### src/rtl/accelerator_vector_integer_summation.sv
// Reduces SIZE_IN elements to one sum mod 2^DATA_SIZE and counts carry-outs; result is registered one cycle after the last element.
// Never stalls upstream: one element per cycle is accepted, and DATA_IN_ENABLE gaps simply hold state.
module accelerator_vector_integer_summation #(
  parameter int DATA_SIZE    = 64,
  parameter int CONTROL_SIZE = 64
) (
  input  logic                 CLK,
  input  logic                 RST,
  input  logic                 START,
  output logic                 READY,
  input  logic                 DATA_IN_ENABLE,
  output logic                 DATA_OUT_ENABLE,
  input  logic [DATA_SIZE-1:0] SIZE_IN,
  input  logic [DATA_SIZE-1:0] DATA_IN,
  output logic [DATA_SIZE-1:0] DATA_OUT,
  output logic [DATA_SIZE-1:0] OVERFLOW_OUT
);

  localparam logic [1:0] STARTER_STATE = 2'd0;
  localparam logic [1:0] INPUT_STATE   = 2'd1;
  localparam logic [1:0] ENDER_STATE   = 2'd2;

  localparam int CMP_W = (CONTROL_SIZE > DATA_SIZE) ? CONTROL_SIZE : DATA_SIZE;

  logic [1:0]              state;
  logic [DATA_SIZE-1:0]    acc;
  logic [DATA_SIZE-1:0]    ovf_cnt;
  logic [DATA_SIZE-1:0]    size_reg;
  logic [CONTROL_SIZE-1:0] idx;

  logic [DATA_SIZE:0]      sum_full;
  logic [DATA_SIZE-1:0]    last_idx;
  logic [CMP_W-1:0]        idx_cmp;
  logic [CMP_W-1:0]        last_cmp;

  // Index and size may differ in width, so compare them zero-extended.
  assign sum_full = {1'b0, acc} + {1'b0, DATA_IN};
  assign last_idx = size_reg - DATA_SIZE'(1);
  assign idx_cmp  = CMP_W'(idx);
  assign last_cmp = CMP_W'(last_idx);

  always_ff @(posedge CLK or negedge RST) begin
    if (!RST) begin
      state           <= STARTER_STATE;
      acc             <= '0;
      ovf_cnt         <= '0;
      size_reg        <= '0;
      idx             <= '0;
      READY           <= 1'b0;
      DATA_OUT_ENABLE <= 1'b0;
      DATA_OUT        <= '0;
      OVERFLOW_OUT    <= '0;
    end else begin
      READY           <= 1'b0;
      DATA_OUT_ENABLE <= 1'b0;
      case (state)
        STARTER_STATE: begin
          if (START) begin
            acc      <= '0;
            ovf_cnt  <= '0;
            idx      <= '0;
            size_reg <= SIZE_IN;
            state    <= (SIZE_IN == '0) ? ENDER_STATE : INPUT_STATE;
          end
        end
        INPUT_STATE: begin
          if (DATA_IN_ENABLE) begin
            acc <= sum_full[DATA_SIZE-1:0];
            if (sum_full[DATA_SIZE]) ovf_cnt <= ovf_cnt + DATA_SIZE'(1);
            if (idx_cmp == last_cmp) state <= ENDER_STATE;
            else                     idx   <= idx + CONTROL_SIZE'(1);
          end
        end
        ENDER_STATE: begin
          DATA_OUT        <= acc;
          OVERFLOW_OUT    <= ovf_cnt;
          READY           <= 1'b1;
          DATA_OUT_ENABLE <= 1'b1;
          state           <= STARTER_STATE;
        end
        default: state <= STARTER_STATE;
      endcase
    end
  end

endmodule
### config.mk
export PLATFORM = sky130hd
export DESIGN_NAME = accelerator_vector_integer_summation
export DESIGN_NICKNAME = d
export VERILOG_FILES = /design/src/rtl/accelerator_vector_integer_summation.sv
export SDC_FILE = /design/constraint.sdc
export NUM_CORES = 1
export LEC_CHECK = 0
export ABC_AREA = 1
export ABC_CLOCK_PERIOD_IN_PS = 3450
export CAP_MARGIN = 20
export CORE_UTILIZATION = 59
export DETAILED_ROUTE_END_ITERATION = 8
export PLACE_DENSITY = 0.87
export SLEW_MARGIN = 20
export SYNTH_ARGS = -nofsm -noshare
export SYNTH_HDL_FRONTEND = slang
export SYNTH_SLANG_ARGS = --single-unit
### constraint.sdc
create_clock -name CLK -period 3.45 [get_ports CLK]
set_input_delay 0.69 -clock CLK [delete_from_list [all_inputs] [get_ports CLK]]
set_output_delay 0.69 -clock CLK [all_outputs]
set_load 0.01 [all_outputs]
==> results.json <==
{
  "synth.area.top_cells": "dfrtp_1 37%, nand2_1 17%, nor2_1 7.9%, o21ai_0 6.6%, inv_1 6.0%",
  "drc_errors": 0,
  "synthDistinctLibCells": 48,
  "fmax_mhz": 307.9,
  "p_leak_nw": 14.07,
  "max_stage_delay_ns": 0.47,
  "whs_ns": 0.09126,
  "grt_start_max_net_pins": 121,
  "grt_pass1_vias": 26120,
  "status": "completed",
  "clk-insertion-delay-late_ns": 0.58,
  "syn-instance-count": 3904,
  "yosys_warnings": 0,
  "cts_root_buf": "clkbuf_16",
  "pin_count": 262,
  "ctsLongestPathBuffers": 3,
  "dpl_cell_area_mm2": 0.02992,
  "worst_pin_slew_ns": 0.8705,
  "clk_pin_slew_ns": 0.06,
  "irDropWorstVdd_uv": 707.8,
  "start_kind": "flip-flop",
  "vias": 27760,
  "rsz0062_at_grt": "false",
  "final_area_mm2": 0.03137,
  "ant_nets": 0,
  "critPathMaxFanout": 32,
  "cts_hold_buf": 0,
  "cp_top_family": "simple AND/OR/NAND/NOR gates",
  "cts_made_buffers": 43,
  "arrival_ns": 3.75,
  "core_area_mm2": 0.04336,
  "cts_tree": "built",
  "wl_mm": 92.14,
  "power_density_mw_per_mm2": 757.7,
  "synthToLayoutAreaGrowth_pct": 20.20,
  "critPathSlowestCell": "dfrtp_1",
  "syn-num-nets": 4104,
  "mostFrequentLayoutCell": "nand2_1",
  "finalSetupViolations": 0,
  "die-area_mm2": 0.04508,
  "grt-ovfl-total": 0,
  "finalCritPeriodShare_pct": 94.14,
  "io_buffers": 261,
  "drt_pre_antenna_iters": 6,
  "fillCellCount": 3585,
  "timing.critical_path.buf_inv": 1,
  "n_antenna_cell": 0,
  "track_usage_pct": 40.79,
  "yosysTopAreaCell": "dfrtp_1",
  "fp.dieW_um": 212.3,
  "path_class": "flip-flop to flip-flop",
  "start_util_pct": 60.19,
  "finalWeightedCongestion": 1.037,
  "fin_worst_skew_ns": 0.01460,
  "rrSetupSlack_ns": 0.20,
  "layout_common_cells": "1,169 x nand2_1, 547 x nor2_1, 417 x inv_1, 387 x dfrtp_1, 343 x o21ai_0",
  "min_period_ns": 3.248,
  "antenna_found_initial": 3,
  "synth.top_cell.area_share_pct": 37.11,
  "cp_cell_sequence": "nor2_4 -> nand2_1 -> nor2_1 -> nand2_1 -> nor2_1 -> nand2_1 -> nand2_1 -> nand2_1 -> nand2_1 -> nand2_1 -> nor2_1 -> nand2_1 -> nor2_1 -> nand2_1 -> nor2_2 -> nand3_4 -> nand2_4 -> buf_12 -> nand2_1 -> nand2_1",
  "synth_area_mm2": 0.02610,
  "min_path_type": "input pin to async pin",
  "cts_sinks": 387,
  "cp-end-kind": "flip-flop",
  "synth.yosys.seq_area_share_pct": 37.11,
  "nets": 4403,
  "layout.core_utilization_pct": 72.35,
  "num_rows": 76,
  "crit_path_frequent_cell": "nand2_1",
  "vias_per_cell": 5.763,
  "synth_edf_count": 0,
  "crit_required_ns": 3.96,
  "slew_headroom_pct": 41.96,
  "fin_setup_tns_ns": 0,
  "synth_area_per_cell_um2": 6.685,
  "htreeDepth": 2,
  "synth-main-ff-cell": "dfrtp_1",
  "drive_above_1_share_pct": 5.411,
  "wl_per_cell_um": 19.13,
  "dp_hpwl_mm": 71.72,
  "die_h_um": 212.3,
  "ys_ff_latch": 387,
  "hold_viol_final": 0,
  "grt_pass1_wl_mm": 141.4,
  "cap_violations": 0,
  "synth-async-reset-ratio_pct": 100.0,
  "drt_iter0_markers": 3045,
  "slew_viol_final": 0
}
[power breakdown]
part	internal (W)	total (W)	switching (W)
sequential	0.00606	0.00764	0.00159
combinational	0.00408	0.0113	0.00725
clock	0.00284	0.00480	0.00195
total	0.0130	0.0238	0.0108
[synth_stat cells (6+ instances only)]
| master | number |
|---|---|
| nand2_1 | 1171 |
| nor2_1 | 550 |
| inv_1 | 417 |
| dfrtp_1 | 387 |
| o21ai_0 | 343 |
| nand3_1 | 256 |
| a21oi_1 | 153 |
| xor2_1 | 108 |
| clkbuf_1 | 83 |
| nand4_1 | 72 |
| ha_1 | 67 |
| nor3_1 | 53 |
| nor4_1 | 31 |
| o21ai_1 | 25 |
| xnor2_1 | 21 |
| o22ai_1 | 16 |
| o21a_1 | 15 |
| nand3b_1 | 12 |
| or2_2 | 12 |
| nor2_2 | 11 |
| nor2_4 | 10 |
| buf_6 | 8 |
| mux2_2 | 8 |
| buf_4 | 7 |
| a21o_1 | 6 |
| a31oi_1 | 6 |
| buf_1 | 6 |
| nand2_2 | 6 |
[final timing paths]
path                                  from              end  depth (start not counted)
max in group asynchronous              RST     size_reg[35]                          2
max reg2reg                    size_reg[8]          idx[59]                         20
min in group CLK           OVERFLOW_OUT[8]  OVERFLOW_OUT[8]                          2
min reg2reg                OVERFLOW_OUT[8]  OVERFLOW_OUT[8]                          2
max                            size_reg[8]          idx[59]                         20
min                                    RST     DATA_OUT[14]                          1
[logic make-up (layout without fill, tap and decap cells)]
group,count (synthesis),in the layout,share of synthesized area [%]
AOI/OAI and AO/OA,584,584,11.72
DFF,387,387,37.11
adders and majority gates,68,68,3.289
muxes,8,8,0.3452
buffers and inverters,528,856,7.934
and+or+nand+nor,2197,2197,35.02
xor gates and xnor gates,132,132,4.588
[routing by layer]
| metal | track usage (%) | share of wire (%) | vias up |
|---|---|---|---|
| met5 | 0 | 0.033 | - |
| met3 | 5.997 | 8.5 | 292 |
| li1 | - | - | 13210 |
| met1 | 51.06 | 39 | 12840 |
| met2 | 68.09 | 47 | 1414 |
| met4 | 22.00 | 5.7 | 4 |
[stage by stage]
step | power (W) | worst slack [ns] | instances
5_1_grt | 0.02522 | 0.004245 | 4817
3_3_place_gp | 0.01826 | 0.03314 | 4743
6_report | 0.02377 | 0.2020 | 4817
2_1_floorplan | 0.01417 | 0.5296 | 3904
4_1_cts | 0.02348 | 0.2485 | 4817
3_5_place_dp | 0.01858 | -0.1293 | 4743
[repair_timing]
| item | CTS | global route |
|---|---|---|
| gates resized for setup | 0 | 3 |
| endpoints found under the setup margin | 0 | 64 |
| buffers inserted | 0 | 0 |
[area by class of cell]
cell class              instances  area (µm²)  share of cell area, %
repair buffers                360        3536                  11.27
clock inverters                20       271.5                 0.8655
inverters                     422        1589                  5.065
multi-input cells            2989       14390                  45.87
well taps                     585       732.0                  2.333
clock buffers                  54        1167                  3.721
flip-flops and latches        387        9684                  30.87
Power figures use the tool's default switching activity.
